[src/rtl/spi_dev_pkg.sv]
// Shared types and constants for the SPI device-side byte engine.
package spi_dev_pkg;

  localparam int ByteW = 8;

  // Byte shifted out when the front-end has not supplied a tx byte in time.
  localparam logic [ByteW-1:0] TxFillDefault = 8'hFF;

  typedef enum logic [1:0] {
    StIdle,
    StLoad,
    StShift
  } state_e;

endpackage

[src/rtl/spi_dev_sck_edge.sv]
// Brings the asynchronous SPI pins into the clk_i domain and turns sck
// transitions into single-cycle sample/shift strobes according to cpol/cpha.
// csb is synchronised alongside so its edges line up with the sck strobes.
module spi_dev_sck_edge #(
  parameter int SyncStages = 2
) (
  input  logic clk_i,
  input  logic rst_i,
  input  logic cpol_i,
  input  logic cpha_i,
  input  logic sck_i,
  input  logic csb_i,
  input  logic sdi_i,
  output logic sample_o,
  output logic shift_o,
  output logic sdi_o,
  output logic csb_fall_o,
  output logic csb_rise_o
);

  logic [SyncStages-1:0] sck_sync_q;
  logic [SyncStages-1:0] csb_sync_q;
  logic [SyncStages-1:0] sdi_sync_q;
  logic                  sck_prev_q;
  logic                  csb_prev_q;
  logic                  sck_s;
  logic                  csb_s;
  logic                  sck_rise;
  logic                  sck_fall;

  // Synchroniser chains plus one extra stage on sck/csb for edge detection.
  // csb resets high so leaving reset never looks like a select.
  always_ff @(posedge clk_i) begin
    if (rst_i) begin
      sck_sync_q <= '0;
      csb_sync_q <= '1;
      sdi_sync_q <= '0;
      sck_prev_q <= 1'b0;
      csb_prev_q <= 1'b1;
    end else begin
      sck_sync_q <= {sck_sync_q[SyncStages-2:0], sck_i};
      csb_sync_q <= {csb_sync_q[SyncStages-2:0], csb_i};
      sdi_sync_q <= {sdi_sync_q[SyncStages-2:0], sdi_i};
      sck_prev_q <= sck_sync_q[SyncStages-1];
      csb_prev_q <= csb_sync_q[SyncStages-1];
    end
  end

  assign sck_s    = sck_sync_q[SyncStages-1];
  assign csb_s    = csb_sync_q[SyncStages-1];
  assign sck_rise = sck_s & ~sck_prev_q;
  assign sck_fall = ~sck_s & sck_prev_q;

  // Sampling happens on the rising edge exactly when cpol and cpha agree
  // (modes 0 and 3); the opposite edge is the shift edge.
  assign sample_o   = (cpol_i == cpha_i) ? sck_rise : sck_fall;
  assign shift_o    = (cpol_i == cpha_i) ? sck_fall : sck_rise;
  assign sdi_o      = sdi_sync_q[SyncStages-1];
  assign csb_fall_o = csb_prev_q & ~csb_s;
  assign csb_rise_o = ~csb_prev_q & csb_s;

endmodule

[src/rtl/spi_dev_byte_engine.sv]
// SPI target byte engine: oversampled SPI pins, MSB-first byte shifting,
// one-entry rx and tx holding registers with valid/ready handshakes.
// Optional debug counter enabled by defining SPI_DEV_BYTE_ENGINE_DEBUG_EN.
module spi_dev_byte_engine
  import spi_dev_pkg::*;
#(
  parameter int               SyncStages = 2,
  parameter logic [ByteW-1:0] TxFill     = TxFillDefault
) (
  input  logic             clk_i,
  input  logic             rst_i,
  input  logic             cpol_i,
  input  logic             cpha_i,
  input  logic             spi_sck_i,
  input  logic             spi_csb_i,
  input  logic             spi_sdi_i,
  output logic             spi_sdo_o,
  output logic             spi_sdo_en_o,
  output logic [ByteW-1:0] rx_data_o,
  output logic             rx_valid_o,
  input  logic             rx_ready_i,
  output logic             rx_overflow_o,
  input  logic [ByteW-1:0] tx_data_i,
  input  logic             tx_valid_i,
  output logic             tx_ready_o,
  output logic             tx_underflow_o,
  output logic             active_o
`ifdef SPI_DEV_BYTE_ENGINE_DEBUG_EN
  ,
  output logic [15:0]      sck_pulses_o
`endif
);

  logic sample_w, shift_w, sdi_w, csb_fall_w, csb_rise_w;

  spi_dev_sck_edge #(.SyncStages(SyncStages)) u_sck_edge (
    .clk_i      (clk_i),
    .rst_i      (rst_i),
    .cpol_i     (cpol_i),
    .cpha_i     (cpha_i),
    .sck_i      (spi_sck_i),
    .csb_i      (spi_csb_i),
    .sdi_i      (spi_sdi_i),
    .sample_o   (sample_w),
    .shift_o    (shift_w),
    .sdi_o      (sdi_w),
    .csb_fall_o (csb_fall_w),
    .csb_rise_o (csb_rise_w)
  );

  state_e           state_q;
  logic [ByteW-1:0] shift_tx_q;
  logic [ByteW-2:0] shift_rx_q;
  logic [2:0]       bit_cnt_q;
  logic             first_q;     // no sample edge seen yet since LOAD
  logic             sdo_q, sdo_en_q;
  logic [ByteW-1:0] tx_hold_q, tx_hold_d;
  logic             tx_full_q, tx_full_d;
  logic             tx_underflow_q, tx_underflow_d;
  logic [ByteW-1:0] rx_data_q, rx_data_d;
  logic             rx_valid_q, rx_valid_d;
  logic             rx_overflow_q, rx_overflow_d;

  logic             in_shift, sample_evt, shift_evt, byte_done, load_evt;
  logic [ByteW-1:0] rx_byte, tx_byte;

  // csb rise outranks any sck edge detected in the same cycle.
  assign in_shift   = (state_q == StShift);
  assign sample_evt = in_shift & sample_w & ~csb_rise_w;
  assign shift_evt  = in_shift & shift_w & ~csb_rise_w;
  assign byte_done  = sample_evt & (bit_cnt_q == 3'd7);
  assign rx_byte    = {shift_rx_q, sdi_w};
  // A new tx byte is fetched in LOAD and on the first shift edge after each
  // completed byte; the first shift edge of a cpha=1 transfer is not one.
  assign load_evt   = ((state_q == StLoad) & ~csb_rise_w) |
                      (shift_evt & (bit_cnt_q == 3'd0) & ~first_q);
  assign tx_byte    = tx_full_q ? tx_hold_q : TxFill;

  // Next state of the rx/tx holding registers and their status pulses.
  always_comb begin
    tx_hold_d      = tx_hold_q;
    tx_full_d      = tx_full_q;
    tx_underflow_d = load_evt & ~tx_full_q;
    if (load_evt && tx_full_q) tx_full_d = 1'b0;
    if (tx_valid_i && !tx_full_q) begin
      tx_full_d = 1'b1;
      tx_hold_d = tx_data_i;
    end
    rx_data_d     = rx_data_q;
    rx_valid_d    = rx_valid_q;
    rx_overflow_d = 1'b0;
    if (rx_valid_q && rx_ready_i) rx_valid_d = 1'b0;
    if (byte_done) begin
      if (!rx_valid_q || rx_ready_i) begin
        rx_data_d  = rx_byte;
        rx_valid_d = 1'b1;
      end else begin
        rx_overflow_d = 1'b1;
      end
    end
  end

  // Holding registers; reset empties both.
  always_ff @(posedge clk_i) begin
    if (rst_i) begin
      tx_hold_q      <= '0;
      tx_full_q      <= 1'b0;
      tx_underflow_q <= 1'b0;
      rx_data_q      <= '0;
      rx_valid_q     <= 1'b0;
      rx_overflow_q  <= 1'b0;
    end else begin
      tx_hold_q      <= tx_hold_d;
      tx_full_q      <= tx_full_d;
      tx_underflow_q <= tx_underflow_d;
      rx_data_q      <= rx_data_d;
      rx_valid_q     <= rx_valid_d;
      rx_overflow_q  <= rx_overflow_d;
    end
  end

  // Transfer FSM with registered sdo/sdo_en and the two shift registers.
  always_ff @(posedge clk_i) begin
    if (rst_i) begin
      state_q    <= StIdle;
      shift_tx_q <= '0;
      shift_rx_q <= '0;
      bit_cnt_q  <= 3'd0;
      first_q    <= 1'b0;
      sdo_q      <= 1'b0;
      sdo_en_q   <= 1'b0;
    end else begin
      case (state_q)
        StIdle: begin
          sdo_q     <= 1'b0;
          sdo_en_q  <= 1'b0;
          bit_cnt_q <= 3'd0;
          if (csb_fall_w) state_q <= StLoad;
        end
        StLoad: begin
          if (csb_rise_w) begin
            state_q <= StIdle;
          end else begin
            shift_tx_q <= tx_byte;
            sdo_q      <= tx_byte[ByteW-1];
            sdo_en_q   <= 1'b1;
            first_q    <= 1'b1;
            bit_cnt_q  <= 3'd0;
            state_q    <= StShift;
          end
        end
        StShift: begin
          if (csb_rise_w) begin
            state_q   <= StIdle;
            sdo_q     <= 1'b0;
            sdo_en_q  <= 1'b0;
            bit_cnt_q <= 3'd0;
          end else begin
            if (sample_w) begin
              shift_rx_q <= {shift_rx_q[ByteW-3:0], sdi_w};
              bit_cnt_q  <= bit_cnt_q + 3'd1;
              first_q    <= 1'b0;
            end
            if (shift_w) begin
              if (first_q) begin
                sdo_q <= shift_tx_q[ByteW-1];
              end else if (bit_cnt_q == 3'd0) begin
                shift_tx_q <= tx_byte;
                sdo_q      <= tx_byte[ByteW-1];
              end else begin
                sdo_q      <= shift_tx_q[ByteW-2];
                shift_tx_q <= {shift_tx_q[ByteW-2:0], 1'b0};
              end
            end
          end
        end
        default: state_q <= StIdle;
      endcase
    end
  end

`ifdef SPI_DEV_BYTE_ENGINE_DEBUG_EN
  logic [15:0] sck_pulses_q;

  // Saturating count of sample edges since the last select; held after deselect.
  always_ff @(posedge clk_i) begin
    if (rst_i) begin
      sck_pulses_q <= '0;
    end else if (state_q == StLoad) begin
      sck_pulses_q <= '0;
    end else if (sample_evt && (sck_pulses_q != 16'hFFFF)) begin
      sck_pulses_q <= sck_pulses_q + 16'd1;
    end
  end

  assign sck_pulses_o = sck_pulses_q;
`endif

  assign spi_sdo_o      = sdo_q;
  assign spi_sdo_en_o   = sdo_en_q;
  assign rx_data_o      = rx_data_q;
  assign rx_valid_o     = rx_valid_q;
  assign rx_overflow_o  = rx_overflow_q;
  assign tx_ready_o     = ~tx_full_q;
  assign tx_underflow_o = tx_underflow_q;
  assign active_o       = in_shift;

endmodule

[config.mk]
export PLATFORM = sky130hd
export DESIGN_NAME = spi_dev_byte_engine
export DESIGN_NICKNAME = d
export VERILOG_FILES = /design/src/rtl/spi_dev_pkg.sv /design/src/rtl/spi_dev_sck_edge.sv /design/src/rtl/spi_dev_byte_engine.sv
export SDC_FILE = /design/constraint.sdc
export NUM_CORES = 1
export LEC_CHECK = 0
export BUFFER_PORTS_ARGS = -buffer_cell sky130_fd_sc_hd__buf_4
export CORE_ASPECT_RATIO = 2
export CORE_MARGIN = 2
export CORE_UTILIZATION = 45
export CTS_CLUSTER_SIZE = 8
export DETAILED_ROUTE_END_ITERATION = 12
export GPL_ROUTABILITY_DRIVEN = 0
export HOLD_SLACK_MARGIN = 0.05
export PLACE_DENSITY_LB_ADDON = 0.1
export REMOVE_ABC_BUFFERS = 1
export SETUP_SLACK_MARGIN = 0.02
export SLEW_MARGIN = 20
export SYNTH_ARGS = -nofsm -noshare
export SYNTH_HDL_FRONTEND = slang
export SYNTH_SLANG_ARGS = --single-unit
[constraint.sdc]
create_clock -name clk_i -period 2.2 [get_ports clk_i]
set_input_delay 0.22 -clock clk_i [delete_from_list [all_inputs] [get_ports clk_i]]
set_output_delay 0.22 -clock clk_i [all_outputs]
set_load 0.02 [all_outputs]
* Word-level counts from Yosys, hierarchy flattened
Index checks and enable logic that the tools add are counted.
Word-level totals: register bits after elaboration 51, input bits 17, output and inout port bits 15, logic and storage cells 109
Operators by class: add/subtract/negate cells 1, equal/unequal tests 13, mux-type cells 35, bitwise gates (word level) 22, reduce and logical (&&, ||, !) cells 20
Operators with widths (count):
- 8-bit two-way mux | 6
- 1-bit two-way mux | 17
- 8-bit one-hot mux with 2 select lines | 1
- 2-bit != test, second input constant | 7
- 1-bit bitwise AND | 13
- 3-bit AND reduction | 4
- 3-bit two-way mux | 3
- 3-bit one-hot mux with 3 select lines | 1
- 1-bit NOT | 8
- 2-bit two-way mux | 3
- 3-bit != test, second input constant | 2
- 1-bit one-hot mux with 3 select lines | 2
- 2-bit one-hot mux with 3 select lines | 1
- 5-bit AND reduction | 1
- 2-bit AND reduction | 2
- 4-bit AND reduction | 1
- 2-bit nonzero test | 2
- 3-bit by 1-bit adder with 3-bit output, second input constant | 1
- 3-bit == test, second input constant | 1
- 1-bit logical AND | 3
- 3-bit logical NOT | 1
- 3-bit nonzero test | 1
- 2-bit by 1-bit == test with 1-bit output, second input constant | 1
- 2-bit == test, second input constant | 1
- 7 further kinds | 8

* Longest topological paths before layout
Gate-level depths: netlist of the first run.
depth in word-level cells 11, depth in mapped cells 8, depth with buffers taken out 7

* Modules after synthesis
From an unflattened synthesis of the first run, not the netlist that was laid out.
Unflattened totals: cell total of the unflattened synthesis 251, area total of the unflattened synthesis 2227.1 um^2
Modules (own cells, without submodules):
- spi_dev_byte_engine | instances 1, cells each 228, area each 1955.6 um^2, seq. area each 860.8 um^2
- spi_dev_sck_edge | instances 1, cells each 23, area each 271.5 um^2, seq. area each 160.2 um^2

* Least setup slack after synthesis of the first run
No wires, ideal clock.
path kind flip-flop to flip-flop, from register state_q[0], to register sdo_q (netlist: spi_sdo_o), library setup time 0.058 ns, arrival time 1.818 ns, data required time 2.142 ns, slack 0.324 ns, stages on the path, launching flop included 8, buffers on the path 1, period minus slack after synthesis 1.876 ns, cells stage by stage dfxtp_1 > inv_1 > ha_1 > buf_2 > nand2_1 > or3_1 > a311oi_1 > mux2_2
Between the ends: word-level cells in the longest chain between the ends 3, elaborated cells on any way between the ends 8, classes of those cells 4 x eq/ne; 1 x mux; 3 x reduce/logical
RTL lines:
- start: declaration | RTL line spi_dev_byte_engine.sv:51 | state_e state_q;
- start signal: assignment | RTL line spi_dev_byte_engine.sv:125 | state_q <= StIdle;
- start signal: assignment | RTL line spi_dev_byte_engine.sv:138 | if (csb_fall_w) state_q <= StLoad;
- start signal: assignment | RTL line spi_dev_byte_engine.sv:142 | state_q <= StIdle;
- 2-bit == test (*)
- named net active_o | RTL line spi_dev_byte_engine.sv:27 | output logic active_o
- 3-bit != test (no line) or 3-bit nonzero test (tied branches)
- 3-bit AND reduction (no line)
- end signal: assignment | RTL line spi_dev_byte_engine.sv:145 | sdo_q <= tx_byte[ByteW-1];
- end signal: assignment | RTL line spi_dev_byte_engine.sv:166 | sdo_q <= shift_tx_q[ByteW-1];
- end signal: assignment | RTL line spi_dev_byte_engine.sv:169 | sdo_q <= tx_byte[ByteW-1];
- end: declaration | RTL line spi_dev_byte_engine.sv:56 | logic sdo_q, sdo_en_q;
Mark *: on every way through the listed nets, which the timed path passes. The rest lies on a longest branch. A chain may end at the register's enable or synchronous reset.

* Worst setup path after layout of the first run
from register state_q[0], to register sdo_q (netlist: spi_sdo_o)
Between the ends: word-level cells in the longest chain between the ends 3, elaborated cells on any way between the ends 8, classes of those cells 4 x eq/ne; 1 x mux; 3 x reduce/logical
RTL lines:
- 2-bit == test, or another cell as far along | RTL line spi_dev_byte_engine.sv:133 | case (state_q)
- 3-bit != test (no line), or another cell as far along
- 3-bit AND reduction (no line)
Several ways; a longest one is shown, not always the timed one.

==> results of run 1 <==
-- layout make-up --
type,instances,area [µm²]
fill,479,2100
multi-input combinational,164,1070
sequential,51,1020
timing repair buffer,36,270
clock buffer,6,72.6
tap,55,68.8
inverter,6,22.5
clock inverter,2,12.5
-- through the flow --
| step | cell area [µm²] | instances |
|---|---|---|
| 4_1_cts | 2540 | 320 |
| 6_report | 2540 | 320 |
| 3_3_place_gp | 2450 | 312 |
| 3_5_place_dp | 2450 | 312 |
| 5_1_grt | 2540 | 320 |
| 2_1_floorplan | 2120 | 221 |
-- registers in the layout, summed over array words and instances (netlist names), 2 cells and up --
signal and count:
bit_cnt_q 3, shift_rx_q 7, rx_data_o 8, tx_hold_q 8
u_sck_edge.sck_sync_q 2, shift_tx_q 8, state_q 2, u_sck_edge.csb_sync_q 2
u_sck_edge.sdi_sync_q 2
-- path summary, 6_finish.rpt --
| check | end | cells after the start |
|---|---|---|
| setup / recovery | spi_sdo_o | 6 |
| hold reg to reg | u_sck_edge.csb_sync_q[1] | 1 |
| setup reg to reg | spi_sdo_o | 6 |
| hold / removal | u_sck_edge.csb_sync_q[0] | 2 |
-- cells in the final DEF (no fill, tap or decap), types with 2 or more instances in the layout --
cell type	synthesis	layout
nor3b_1	2	2
nor2_1	27	27
mux2_2	2	2
nand2_1	23	23
ha_1	7	7
a21oi_1	21	21
nor3_1	2	2
inv_1	6	6
or2_2	3	3
clkbuf_8	0	5
o21ai_0	4	4
or2b_1	2	2
o211ai_1	6	6
nand3b_1	6	6
buf_4	0	36
dfxtp_1	51	51
nand2b_1	11	11
a32oi_1	2	2
mux2i_1	21	21
nor2b_1	9	9
-- layer usage --
metal	part of all wire, %	routed length (µm)	up-vias	GRT usage [%]
li1	-	-	857	-
met1	43	1700	773	19.1
met2	51	2040	27	28.6
met5	0	0	-	0
met4	3.4	134	0	10.1
met3	2.5	101	11	3.65
-- logic make-up (layout without fill, tap and decap cells) --
logic type	Yosys count	in the layout	synth area share (%)
flops	51	51	47.1
mux	25	25	11.9
fa+ha+maj	7	7	4.04
xor+xnor	1	1	0.750
buf+inv	19	50	3.46
simple gates	90	90	21.1
compound gates	41	41	11.7
-- power by group through the flow --
stage	Sequential (mW)	Combinational (mW)	Clock, mW
after floorplan	1.08	0.333	0
after global placement	1.10	0.455	0
after detailed placement	1.10	0.459	0
after CTS	1.08	0.462	0.550
after global routing	1.09	0.519	0.585
final	1.08	0.455	0.527
==> metrics.md, run 1 <==
| Metric | Value |
|---|---|
| Post-synth top flop | `dfxtp_1` |
| WP buf/inv | `1` |
| Tmin final | `1.85 ns` |
| Core area | `4640 µm²` |
| CP max stage delay | `0.38 ns` |
| Die width | `53.1 µm` |
| WS Path Type | `flop to flop` |
| Pre-Repair DR Iteration Count | `4` |
| Crit path max-delay family | `simple AND/OR/NAND/NOR gates` |
| Internal Power | `1.45 mW` |
| Final wirelength | `3970 µm` |
| Worst vdd ir | `0.000677 V` |
| Mean area per synthesized cell | `9.27 µm²` |
| Yosys top cell area share | `47.1%` |
| Remaining Overflow, GRT | `0` |
| Hold_sp | `spi_csb_i` |
| I/O pins | `32` |
| Resized Gates After CTS | `0` |
| CTS Buf Count | `5` |
| Core Util, Final | `54.7%` |
| Run status | `complete, no violations` |
| Clk buf depth | `2` |
| Via-to-Cell Ratio | `5.21` |
| #FFs+latches synth | `51` |
| Post-Syn Instances | `234` |
| Crit path arrival time | `2.11 ns` |
| Post-route DRC | `0` |
| Nets | `288` |
| Dominant cells by area after synthesis | `dfxtp_1, mux2i_1, a21oi_1` |
| Worst slew pin tran | `0.562 ns` |
| Initial antenna violation count | `0` |
| Share of power burned in registers | `52.3%` |
| Input/output buffers | `31` |
| Vias in the first global route | `1642` |
| Die Y | `102 µm` |
| Post-synth cell types | `36` |
| Max-cap violation count | `0` |
| Pre-CTS WS | `0.367 ns` |
| Synthesis-to-layout area growth | `17.1%` |
| Largest net degree at the start of global routing | `53` |
| RSZ-0062 raised after global routing | `false` |
| Crit path launch type | `flop` |
| CTS sink cnt | `51` |
| Clock transition at path regs | `0.09 ns` |
| First-pass GRT wire length | `6910 µm` |
| WHS | `0.0972 ns` |
| Final hold vios | `0` |
| WP data required | `2.46 ns` |
| Crit-path cells | `inv_1, ha_1, nand2_1, or3_1, a311oi_1, mux2_2` |
| Ys async rst share | `0%` |
| Sequential-to-total area share from yosys stat | `47.1%` |
| Post-DRT Antenna Nets | `0` |
| Final period util | `84.1%` |
| Fmax | `540 MHz` |
| Clock share of power | `25.6%` |
| Slew margin rel. | `62.4%` |
| Antenna cell count | `0` |
| Post-Route Setup TNS | `0 ns` |
| Synth cell count leaders | `dfxtp_1, nor2_1, nand2_1` |
| Max Slew Vio Count | `0` |
| Sw power | `0.609 mW` |
| Setup crit end kind | `flop` |
| Via Count | `1668` |
| Sw Share | `29.6%` |
| Total power | `2.06 mW` |
| Initial core utilization | `46.7%` |
| Share of cells above drive strength 1 | `19.2%` |
| H-tree Lvls | `2` |
| Hold Path Class | `input port to flop` |
| Reg2Reg Launch Point | `state_q[0]` |
| Leakage Power | `0.996 nW` |
| Yosys warning total | `0` |
| Overall routing resource usage | `17.0%` |
| Post-synth top area cell | `dfxtp_1` |
| Number of setup buffers added after CTS | `0` |
| Final worst setup slack | `0.349 ns` |
| FF-to-FF setup slack | `0.35 ns` |
| CP startpoint | `state_q[0]` |
| Root buffer cell | `clkbuf_8` |
| CTS tree | `yes` |
| Row Count | `35` |
| Setup Viol. Count Final | `0` |
| Cell Area, Synth | `2170 µm²` |
| Final clock skew | `0.00718 ns` |
| Gate power share | `22.1%` |
| # hold bufs at CTS | `0` |
| Worst path slowest cell | `or3_1` |
| DP Wirelength | `2780 µm` |
| Routed WL per cell | `12.4 µm` |
| Post-synth EDFFs | `0` |
| Worst-Skew Late Latency | `0.30 ns` |
| Crit path max fanout | `7` |
| Power Density | `810 nW/µm²` |
| Initial drt markers | `21` |
| Most instantiated library cell after synthesis | `dfxtp_1` |
| Die Footprint | `5420 µm²` |
(Power assumes the default switching activity.)
==> run 2, diff against run 1 <==
==> constraint.sdc (replaced) <==
create_clock -name clk_i -period 1.8 [get_ports clk_i]
set_input_delay 0.18 -clock clk_i [delete_from_list [all_inputs] [get_ports clk_i]]
set_output_delay 0.18 -clock clk_i [all_outputs]
set_load 0.02 [all_outputs]
==> run 2 against run 1 <==
Worst setup slack got worse by 0.20 ns. Combinational power rose by 40%. Via count rose by 2.5%. Sequential share of layout area fell by 1.5 points. Die area did not move. Utilization rose by 2.7 points. Power rose by 30%. First-iteration DRC count rose by 14%. Non-clock buffer count rose by 10. Critical path depth did not move. Critical endpoint is now rx_data_o[2]. Largest cell class unchanged.
==> metrics.md, run 2 (synthesis results as in run 1) <==
| Metric | Value |
|---|---|
| Run status | `complete, no violations` |
| Tmin final | `1.65 ns` |
| Post-DRT Antenna Nets | `0` |
| Pre-Repair DR Iteration Count | `6` |
| Final hold vios | `0` |
| Root buffer cell | `clkbuf_8` |
| WS Path Type | `flop to flop` |
| RSZ-0062 raised after global routing | `false` |
| Clock transition at path regs | `0.10 ns` |
| Max Slew Vio Count | `0` |
| Leakage Power | `1.06 nW` |
| Post-route DRC | `0` |
| Final wirelength | `4280 µm` |
| WP data required | `1.97 ns` |
| First-pass GRT wire length | `7220 µm` |
| Worst vdd ir | `0.000823 V` |
| Core area | `4640 µm²` |
| Crit path max fanout | `8` |
| Clk buf depth | `2` |
| Initial drt markers | `24` |
| CTS tree | `yes` |
| Share of cells above drive strength 1 | `25.8%` |
| Final worst setup slack | `0.147 ns` |
| Setup Viol. Count Final | `0` |
| Die Footprint | `5420 µm²` |
| CTS Buf Count | `5` |
| Crit path launch type | `flop` |
| Synthesis-to-layout area growth | `23.0%` |
| H-tree Lvls | `2` |
| Remaining Overflow, GRT | `0` |
| Nets | `298` |
| Fmax | `605 MHz` |
| Final clock skew | `0.0115 ns` |
| Final period util | `91.8%` |
| Via Count | `1710` |
| Via-to-Cell Ratio | `5.18` |
| Input/output buffers | `31` |
| Crit path arrival time | `1.83 ns` |
| Fill cells | `455` |
| Die Y | `102 µm` |
| Power Density | `1000 nW/µm²` |
| Post-Route Setup TNS | `0 ns` |
| Final Cell Area | `2670 µm²` |
| Max-cap violation count | `0` |
| Largest net degree at the start of global routing | `53` |
| Slew margin rel. | `61.3%` |
| Setup crit end kind | `flop` |
| Routed WL per cell | `13.0 µm` |
| DP Wirelength | `2970 µm` |
| Initial antenna violation count | `0` |
| Vias in the first global route | `1632` |
| Row Count | `35` |
| Dpl cell area | `2530 µm²` |
| Most common cell after layout, fill and taps aside | `dfxtp_1` |
| Worst-Skew Late Latency | `0.30 ns` |
| Overall routing resource usage | `17.6%` |
| Most frequent cells in the layout | `dfxtp_1, buf_4, nor2_1` |
| I/O pins | `32` |
| CTS sink cnt | `51` |
| Die width | `53.1 µm` |
| Initial core utilization | `46.7%` |
| Core Util, Final | `57.5%` |
| Pre-CTS WS | `0.0758 ns` |
| Hold Path Class | `input port to flop` |
| Worst slew pin tran | `0.579 ns` |
| Antenna cell count | `0` |
run 2: final cells by class:
| cell class | instances | area (µm²) | share of cell area (%) |
|---|---|---|---|
| clock buffers | 7 | 96.3 | 3.61 |
| clock inverters | 1 | 7.51 | 0.281 |
| inverters | 6 | 22.5 | 0.844 |
| multi-input cells | 164 | 1080 | 40.5 |
| flip-flops and latches | 51 | 1030 | 38.6 |
| well taps | 55 | 68.8 | 2.58 |
| repair buffers | 46 | 360 | 13.5 |
run 2: worst paths after layout:
kind                                 start                  endpoint  slack, ns  cells after the start
setup / recovery     u_sck_edge.sck_prev_q              rx_data_o[2]       0.15                      6
hold / removal                   spi_sck_i  u_sck_edge.sck_sync_q[0]       0.09                      2
setup reg to reg     u_sck_edge.sck_prev_q              rx_data_o[2]       0.15                      6
hold reg to reg   u_sck_edge.csb_sync_q[0]  u_sck_edge.csb_sync_q[1]       0.42                      1
run 2: stage by stage:
step           std cells  hold slack, ns  total power [mW]
5_1_grt              330          0.0778              2.84
3_3_place_gp         320           0.366              1.96
3_5_place_dp         320           0.374              1.97
2_1_floorplan        221           0.249              1.73
4_1_cts              329          0.0781              2.70
6_report             330          0.0880              2.68
run 2: report_power, final:
group	internal [mW]	leakage, nW	switching, mW
sequential	1.24	0.418	0.0743
combinational	0.311	0.592	0.328
clock	0.350	0.0505	0.375
run 2: per-layer routing:
layer	routed length, µm	share of wire (%)	track usage, %
met1	1860	43	21.7
met2	2220	52	29.6
met3	111	2.6	2.63
met4	87	2.0	7.69
met5	0	0	0
run 2: what timing repair did:
| item | 4_1_cts | 5_1_grt |
|---|---|---|
| hold buffers | 1 | 0 |
| endpoints found under the setup margin | 0 | 25 |
| endpoints found under the hold margin | 1 | 0 |
| resized for setup | 0 | 11 |
| setup buffers | 0 | 1 |
run 2: worst max-delay path, stage by stage (launching register included):
cell and delay (ns):
dfxtp_2 0.36, or2b_1 0.27, mux2_4 0.31, nor3_4 0.20
buf_12 0.16, mux2i_1 0.18, nor2_1 0.05
